## config.mk

```make
export PLATFORM = sky130hd
export DESIGN_NAME = soc_system_pio_in_irq
export DESIGN_NICKNAME = d
export VERILOG_FILES = /design/src/rtl/soc_system_pio_pkg.sv /design/src/rtl/soc_system_pio_debounce.sv /design/src/rtl/soc_system_pio_in_irq.sv
export SDC_FILE = /design/constraint.sdc
export NUM_CORES = 1
export LEC_CHECK = 0
export ABC_AREA = 1
export CELL_PAD_IN_SITES_DETAIL_PLACEMENT = 0
export CELL_PAD_IN_SITES_GLOBAL_PLACEMENT = 2
export CORE_MARGIN = 5
export CORE_UTILIZATION = 40
export DETAILED_ROUTE_END_ITERATION = 8
export GPL_TIMING_DRIVEN = 1
export PLACE_DENSITY = 0.93
export SETUP_SLACK_MARGIN = 0.2
export SLEW_MARGIN = 20
export SYNTH_ARGS = -nofsm -noshare
export SYNTH_HDL_FRONTEND = slang
export SYNTH_SLANG_ARGS = --single-unit
```

## constraint.sdc

```tcl
create_clock -name clk -period 6 [get_ports clk]
set_input_delay 0.9 -clock clk [delete_from_list [all_inputs] [get_ports clk]]
set_output_delay 0.9 -clock clk [all_outputs]
set_load 0.01 [all_outputs]
```

## src/rtl/soc_system_pio_pkg.sv

```systemverilog
// Shared definitions for the Avalon-MM input PIO: register map and edge-detect modes.
package soc_system_pio_pkg;

  localparam logic [1:0] ADDR_DATA     = 2'd0;
  localparam logic [1:0] ADDR_DEBOUNCE = 2'd1;
  localparam logic [1:0] ADDR_IRQ_MASK = 2'd2;
  localparam logic [1:0] ADDR_EDGE_CAP = 2'd3;

  typedef enum int unsigned {
    EDGE_RISE = 0,
    EDGE_FALL = 1,
    EDGE_ANY  = 2
  } edge_type_e;

  // An edge is reported when the debounced level updates, qualified by its new value.
  function automatic logic edge_hit(input edge_type_e kind, input logic upd, input logic level);
    case (kind)
      EDGE_RISE: return upd & level;
      EDGE_FALL: return upd & ~level;
      default:   return upd;
    endcase
  endfunction

endpackage

```

## src/rtl/soc_system_pio_debounce.sv

```systemverilog
// One input bit: metastability synchroniser followed by a threshold debounce counter.
module soc_system_pio_debounce
  import soc_system_pio_pkg::*;
#(
  parameter int unsigned SYNC_STAGES = 2,
  parameter int unsigned DEBOUNCE_W  = 16
) (
  input  logic                  clk,
  input  logic                  reset,
  input  logic                  pin,
  input  logic [DEBOUNCE_W-1:0] thr,
  output logic                  level,
  output logic                  sync,
  output logic                  upd
);

  logic [SYNC_STAGES-1:0] chain;
  logic [DEBOUNCE_W-1:0]  cnt;

  assign sync = chain[SYNC_STAGES-1];
  // Combinational so the edge register captures on the same clock the level flips.
  assign upd  = (sync != level) && (cnt >= thr);

  always_ff @(posedge clk) begin
    if (reset) begin
      chain <= '0;
      level <= 1'b0;
      cnt   <= '0;
    end else begin
      chain <= {chain[SYNC_STAGES-2:0], pin};
      if (sync == level) begin
        cnt <= '0;
      end else if (upd) begin
        level <= sync;
        cnt   <= '0;
      end else begin
        cnt <= cnt + DEBOUNCE_W'(1);
      end
    end
  end

endmodule

```

## src/rtl/soc_system_pio_in_irq.sv

```systemverilog
// Avalon-MM input PIO: debounced pin levels, edge capture with W1C, masked level IRQ.
module soc_system_pio_in_irq
  import soc_system_pio_pkg::*;
#(
  parameter int unsigned WIDTH         = 20,
  parameter int unsigned SYNC_STAGES   = 2,
  parameter int unsigned EDGE_TYPE     = 0,
  parameter int unsigned DEBOUNCE_W    = 16,
  parameter int unsigned DEBOUNCE_INIT = 0
) (
  input  logic             clk,
  input  logic             reset,
  input  logic [1:0]       address,
  input  logic             chipselect,
  input  logic             write_n,
  input  logic [31:0]      writedata,
  output logic [31:0]      readdata,
  input  logic [WIDTH-1:0] in_port,
  output logic             irq
);

  logic [WIDTH-1:0]      level;
  logic [WIDTH-1:0]      sync;
  logic [WIDTH-1:0]      upd;
  logic [WIDTH-1:0]      edge_event;
  logic [WIDTH-1:0]      irq_mask;
  logic [WIDTH-1:0]      edge_cap;
  logic [WIDTH-1:0]      cap_clear;
  logic [DEBOUNCE_W-1:0] debounce_thr;
  logic [31:0]           rd_mux;
  logic                  wr;
  logic                  unused_wdata;

  assign wr           = chipselect & ~write_n;
  assign unused_wdata = ^writedata;

  for (genvar g = 0; g < WIDTH; g++) begin : g_bit
    soc_system_pio_debounce #(
      .SYNC_STAGES (SYNC_STAGES),
      .DEBOUNCE_W  (DEBOUNCE_W)
    ) u_debounce (
      .clk   (clk),
      .reset (reset),
      .pin   (in_port[g]),
      .thr   (debounce_thr),
      .level (level[g]),
      .sync  (sync[g]),
      .upd   (upd[g])
    );
  end

  always_comb begin
    edge_event = '0;
    for (int unsigned i = 0; i < WIDTH; i++) begin
      edge_event[i] = edge_hit(edge_type_e'(EDGE_TYPE), upd[i], sync[i]);
    end
  end

  always_comb begin
    cap_clear = '0;
    if (wr && address == ADDR_EDGE_CAP) cap_clear = writedata[WIDTH-1:0];
  end

  always_comb begin
    rd_mux = '0;
    case (address)
      ADDR_DATA:     rd_mux[WIDTH-1:0]      = level;
      ADDR_DEBOUNCE: rd_mux[DEBOUNCE_W-1:0] = debounce_thr;
      ADDR_IRQ_MASK: rd_mux[WIDTH-1:0]      = irq_mask;
      default:       rd_mux[WIDTH-1:0]      = edge_cap;
    endcase
  end

  always_ff @(posedge clk) begin
    if (reset) begin
      readdata     <= '0;
      irq_mask     <= '0;
      edge_cap     <= '0;
      debounce_thr <= DEBOUNCE_W'(DEBOUNCE_INIT);
    end else begin
      readdata <= rd_mux;
      // New edges are OR-ed after the clear so a coincident edge is never lost.
      edge_cap <= (edge_cap & ~cap_clear) | edge_event;
      if (wr && address == ADDR_DEBOUNCE) debounce_thr <= writedata[DEBOUNCE_W-1:0];
      if (wr && address == ADDR_IRQ_MASK) irq_mask <= writedata[WIDTH-1:0];
    end
  end

  assign irq = |(edge_cap & irq_mask);

endmodule

```

==> metrics.txt, run 1 <==
Comb power frac 0.105; Post-synth EDFFs 0; cts hold-fix bufs 0; skew final ~0.017 ns; post-DP HPWL around 47000 um; Port-buffer cells 66; worst stage delay on the critical path about 0.56 ns; global placer's final weighted congestion 0.786; Final Hold Viols 0; crit path kind flop to output pin; fin area between 0.03 and 0.04 mm^2; Final #Nets 4166; ys flop type dfxtp_1; H-tree depth 2; Cell variety after synth 49; initial antenna violation count 2; first-pass GRT wire length ~110000 um; FP Rows 96; commonest non-fill, non-tap cells in the layout nand2_1, nor2_1, inv_1, dfxtp_1, ha_1; Critical Path AT around 2.4 ns; Worst path top cell family by delay simple AND/OR/NAND/NOR gates; Cell Pwr Density approximately 230 mW/mm^2; fin. max-slew vios 0; FFs w/ async S/R, synth 0; period utilization 0.541; largest family of logic cells by synthesized area simple AND/OR/NAND/NOR gates; worst min path class flop to flop; drt total wl 70700 um; Yosys warnings 0; CP max-delay cell clkdlybuf4s50_1; clk sinks 456; die span in y ~270 um; Skew-Pair Late Insertion Delay ~0.6 ns; final-layout fill cell count 7166; antenna-violating nets left 0; Max Buffers Root-to-Sink 3; core area 0.0687 mm^2; DR vias roughly 22000; worst path bufs/invs 1; RSZ-0062 raised after global routing no; Root Buffer clkbuf_16; Rel. slew slack 0.249; Synth Area in Simple Gates 0.276; Yosys reg bits 456; Clock power frac 0.459; Post-Syn Area roughly 0.028 mm^2; Final Setup Violations 0; PostCTS Resize Cnt 0; internal power between 5 and 6 mW; crit path time final between 3 and 4 ns; mean post-synth cell area about 7.5 um^2; number of global-route vias before repair between 20000 and 25000; Sw Share 0.260; Compound-Gate Fraction of Synth Area 0.0691; mux contribution to synthesized area 0; Fmax approximately 300 MHz; most frequent standard cell in the layout excluding fill and tap cells nand2_1; IO Count between 90 and 100; CP startpoint kind flop; Switch Pwr between 1.5 and 2 mW; Setup TNS 0 ns; Clock transition at path regs about 0.060 ns; Post-CTS Setup Repair Bufs 0; post-synthesis sequential area ratio 0.329; crit end category output pin; XOR/XNOR share of the synthesized area 0.0872; drt pass-1 iters 5; Global Route Usage Sum 0.189; max_cap viols 0; DR DRC count 0; P&R area growth vs syn 11.7%; VDD IR max 0.000180 V; gate count of the mapped netlist roughly 3700; adder-cell area share of the yosys netlist 0.153; Tightest Pin Transition approximately 1.1 ns; Pleak 13.1 nW; CTS tree yes; DRT iter0 DRCs just over 1000; sequential power share 0.436; CP Cell Sequence nand2_1 -> nand4_1 -> nor3_1 -> nand3_1 -> clkdlybuf4s50_1; total CTS buffers 54; wire per inst roughly 15 um; chip width 273 um; layout cell share with drive strength beyond 1 0.0788; Initial Util 0.404; full die area approximately 0.075 mm^2; largest net degree at the start of global routing 44; grt ovf 0; status completed; vias per cell between 4 and 5; required time worst endpoint between 5 and 6 ns; Cell Area, Placed around 0.029 mm^2; critical-path maximum fanout 3
==> final timing paths <==
kind / start / to / slack, ns / cells past startpoint
hold / removal: g_bit[4].u_debounce.chain[0] / g_bit[4].u_debounce.chain[1] / 0.40 / 2
setup / recovery: edge_cap[2] / irq / 2.75 / 5
setup reg to reg: debounce_thr[3] / g_bit[0].u_debounce.cnt[4] / 3.44 / 10
hold reg to reg: g_bit[4].u_debounce.chain[0] / g_bit[4].u_debounce.chain[1] / 0.40 / 2
==> worst reg2reg max path: stages, from the launching register on <==
cell and delay (ns):
dfxtp_1 0.32, inv_2 0.73, ha_1 0.39, nand2_1 0.09, nor2_1 0.05, and2_1 0.15, nor2_1 0.08, nand2_1 0.11
nand2_2 0.14, nand4_4 0.24, nor2_1 0.19
==> cell usage after synthesis, types with 2 or more instances <==
master | number | share of area
nand2_4 | 16 | 0.0065
buf_1 | 4 | 0.00054
a22o_1 | 4 | 0.0013
nand3b_1 | 6 | 0.0016
dfxtp_1 | 456 | 0.33
nor2_1 | 616 | 0.083
nand4_2 | 3 | 0.0014
nor2_2 | 77 | 0.017
o2111ai_1 | 8 | 0.0025
nand3_2 | 19 | 0.0069
o21ai_1 | 5 | 0.00090
nand3_1 | 102 | 0.018
buf_4 | 13 | 0.0035
nand2_2 | 21 | 0.0047
nor2_4 | 10 | 0.0041
inv_2 | 19 | 0.0026
clkbuf_1 | 12 | 0.0016
a21oi_4 | 3 | 0.0018
and2_1 | 19 | 0.0043
o221ai_1 | 2 | 0.00063
a21oi_1 | 197 | 0.036
inv_1 | 486 | 0.066
buf_6 | 20 | 0.0081
ha_1 | 340 | 0.15
xor2_1 | 156 | 0.049
nor4_2 | 2 | 0.00090
nand4_1 | 70 | 0.016
clkbuf_2 | 2 | 0.00036
o211ai_1 | 23 | 0.0062
buf_2 | 13 | 0.0023
xnor2_1 | 120 | 0.038
nor3_2 | 13 | 0.0047
nand2_1 | 655 | 0.089
nor3_1 | 65 | 0.012
o21ai_0 | 102 | 0.018
nand4_4 | 4 | 0.0031
==> final cells by class <==
class,instances,area (um^2),area share
Multi-Input combinational cell,2681,16300,0.526
Sequential cell,456,9130,0.295
Timing Repair Buffer,69,681,0.0220
Antenna cell,1,2.50,0.0000808
Inverter,506,1900,0.0613
Tap cell,931,1160,0.0376
Clock buffer,83,1670,0.0539
Clock inverter,12,139,0.00448
==> logic make-up (layout without fill, tap and decap cells) <==
family | count (synthesis) | after routing
adder cells (fa/ha/maj) | 340 | 340
AND/OR/NAND/NOR | 1703 | 1703
flip-flops | 456 | 456
XOR/XNOR | 276 | 276
AO/OA/AOI/OAI | 350 | 350
buffers and inverters | 570 | 670
other | 1 | 13
==> flip-flops by register name, indices dropped and copies added (netlist names) <==
| signal | count |
|---|---|
| g_bit.u_debounce.level | 20 |
| readdata | 20 |
| g_bit.u_debounce.chain | 40 |
| edge_cap | 20 |
| g_bit.u_debounce.cnt | 320 |
| debounce_thr | 16 |
| irq_mask | 20 |
==> layer usage <==
metal  GRT usage  vias up  share of wire
li1            -    11900              -
met1       0.267    10000           0.51
met3      0.0277       81          0.037
met5           0        -              0
met4      0.0364        0          0.016
met2       0.309      261           0.44
==> power by group through the flow <==
stage | clock network (mW) | logic [mW] | registers, mW
after CTS | 3.45 | 0.773 | 3.17
final | 3.34 | 0.764 | 3.17
after floorplan | 0 | 0.572 | 3.21
after detailed placement | 0 | 0.771 | 3.24
after global placement | 0 | 0.766 | 3.24
after global routing | 3.57 | 0.881 | 3.18
==> per-stage QoR <==
stage	setup WS (ns)	hold slack [ns]	util	power, mW	std cells
after floorplan	4.07	0.388	-	3.78	3707
after global placement	2.52	0.395	0.425	4.00	4643
after detailed placement	2.44	0.397	0.425	4.01	4643
after CTS	2.70	0.408	0.451	7.40	4738
after global routing	2.62	0.419	0.451	7.63	4738
final	2.75	0.400	0.451	7.28	4739
Power figures use the tool's default switching activity.
==> run 2: changes to the inputs <==
CORE_UTILIZATION = 33   (was 40)
PLACE_DENSITY = 0.83   (was 0.93)
clock period = 2.85 ns   (was 6 ns; I/O delays follow)
==> run 2 against run 1 <==
  * Via count shrank 0.26%
  * Sequential cell count is the same
  * Count of clock-buffer cells in the layout down 1
  * Clock skew increased by 0.012 ns
==> metrics.txt, run 2 (synthesized netlist as in run 1, its figures left out) <==
Final Hold Viols 0 (unchanged); max_cap viols 0 (unchanged); Setup TNS 0 ns (unchanged); fin. max-slew vios 0 (unchanged); Port-buffer cells 66 (unchanged); total CTS buffers 55 (+1.9%); largest net degree at the start of global routing 77 (+75%); Hold Crit Depth 3 (+1); Fmax roughly 400 MHz; fin area 0.0317 mm^2 (+2.2%); status completed; number of global-route vias before repair 21400 (+0.13%); FP Rows 106 (+10%); GRT met1 Usage 0.224 (-0.0430); Switch Pwr 4.09 mW (+120%); die span in y 300 um (+9.7%); grt ovf 0 (unchanged); DRT iter0 DRCs 921 (-10%); most frequent standard cell in the layout excluding fill and tap cells nand2_1; commonest non-fill, non-tap cells in the layout nand2_1, nor2_1, inv_1, dfxtp_1, ha_1; post-DP HPWL 52600 um (+13%); Cell Pwr Density 491 mW/mm^2 (+110%); internal power 11.5 mW (+110%); Final Setup Violations 0 (unchanged); DR DRC count 0 (unchanged); crit path kind flop to output pin; skew final 0.0286 ns (+0.0120 ns); worst min path class primary input to flop; FF-to-FF path depth 11 (+1); Cell Area, Placed 0.0298 mm^2 (+2.2%); hold_ws 0.318 ns (-0.0818 ns); core area 0.0836 mm^2 (+22%); drt total wl 73700 um (+4.3%); layout cell share with drive strength beyond 1 0.0876 (+0.00875); Clock power frac 0.463 (+0.004); first-pass GRT wire length 117000 um (+2.9%); H-tree depth 2 (unchanged); CTS tree yes; ant diodes 0 (-1); Sw Share 0.263 (+0.00322); Skew-Pair Late Insertion Delay 0.62 ns (about the same); antenna-violating nets left 0 (unchanged); IO Count 91 (unchanged); Final #Nets 4204 (+0.91%); crit end category output pin; met3 GRT Util 0.0200 (-0.00770); Pleak 13.3 nW (+1.9%); Max Buffers Root-to-Sink 3 (unchanged); Place WS 0.453 ns (-1.99 ns); required time worst endpoint 2.42 ns (-2.68 ns); vias per cell 4.51 (-4.1%); CP startpoint kind flop; initial antenna violation count 1 (-1); DR vias 22200 (-0.26%); Global Route Usage Sum 0.162 (-0.0268); Top reg by flops g_bit.u_debounce.cnt; wire per inst 15.0 um (+0.25%); Clock transition at path regs 0.06 ns (about the same); clk sinks 456 (unchanged); Tightest Pin Transition 0.699 ns (-0.424 ns); max reg flops 320 (unchanged); sequential power share 0.429 (-0.007); global placer's final weighted congestion 0.796 (+1.3%); Final Worst Setup Slack 0.362 ns (-2.39 ns); Critical Path AT 2.06 ns (-0.29 ns); Most Crowded Layer GR met2; cts hold-fix bufs 0 (unchanged); RSZ-0062 raised after global routing no; drt pass-1 iters 5 (unchanged); critical-path maximum fanout 3 (unchanged); VDD IR max 0.000393 V (+120%); Util after Layout 0.379 (-0.0719); Largest regs g_bit.u_debounce.cnt (320), g_bit.u_debounce.chain (40); full die area 0.0899 mm^2 (+20%); Root Buffer clkbuf_16; Comb power frac 0.108 (+0.003); P&R area growth vs syn 14.2%; Rel. slew slack 0.534 (+0.285); crit path time final roughly 2.5 ns; Initial Util 0.332 (-0.0717); period utilization 0.873; chip width 300 um (+9.7%); met2 usage 0.272 (-0.0371); Post-CTS Setup Repair Bufs 0 (unchanged); PostCTS Resize Cnt 3 (+3)
-- run 2: changes by cell type in the layout (fill, tap and decap cells not counted), sizes merged --
| cell | before | now |
|---|---|---|
| clkinv | 10 | 14 |
| bufinv | 3 | 5 |
| buf | 4 | 41 |
| clkinvlp | 0 | 1 |
| clkbuf | 83 | 82 |
| dlygate4sd2 | 0 | 1 |
| clkdlybuf4s50 | 65 | 64 |
| inv | 505 | 504 |
| diode | 1 | 0 |
-- run 2: through the flow --
stage          cells  power, mW
6_report        4929       15.5
5_1_grt         4929       16.3
4_1_cts         4929       15.9
3_5_place_dp    4829       8.52
3_3_place_gp    4829       8.51
2_1_floorplan   3707       7.96
-- run 2: per-layer routing --
metal / share of wire / vias to the layer above
met5: 0 / -
met4: 0.019 / 0
met3: 0.032 / 74
met2: 0.45 / 217
met1: 0.50 / 9931
li1: - / 12000
-- run 2: cell type report --
class,instances,area [um^2]
Clock buffer,82,1610
Clock inverter,18,233
Fill cell,8905,51900
Inverter,506,1900
Multi-Input combinational cell,2681,16300
Sequential cell,456,9130
Tap cell,1080,1350
Timing Repair Buffer,106,1140
-- run 2: critical path, cell delays in order (launching register included) --
cell and delay (ns):
dfxtp_1 0.32, a22o_1 0.26, nor3_2 0.24, nand3_1 0.27
dlygate4sd2_1 0.37
-- run 2: power groups by stage --
stage,Clock (mW),Sequential [mW],Combinational [mW]
finish,7.20,6.67,1.67
global route,7.71,6.69,1.93
CTS,7.47,6.68,1.71
detailed placement,0,6.81,1.70
global placement,0,6.82,1.69
floorplan,0,6.76,1.20
-- run 2: final timing paths --
kind,start,slack (ns),to
worst max-delay path,edge_cap[6],0.36,irq
worst min-delay path,in_port[13],0.32,g_bit[13].u_debounce.chain[0]
worst max register to register,debounce_thr[7],0.64,g_bit[1].u_debounce.cnt[14]
worst min register to register,g_bit[11].u_debounce.chain[0],0.40,g_bit[11].u_debounce.chain[1]
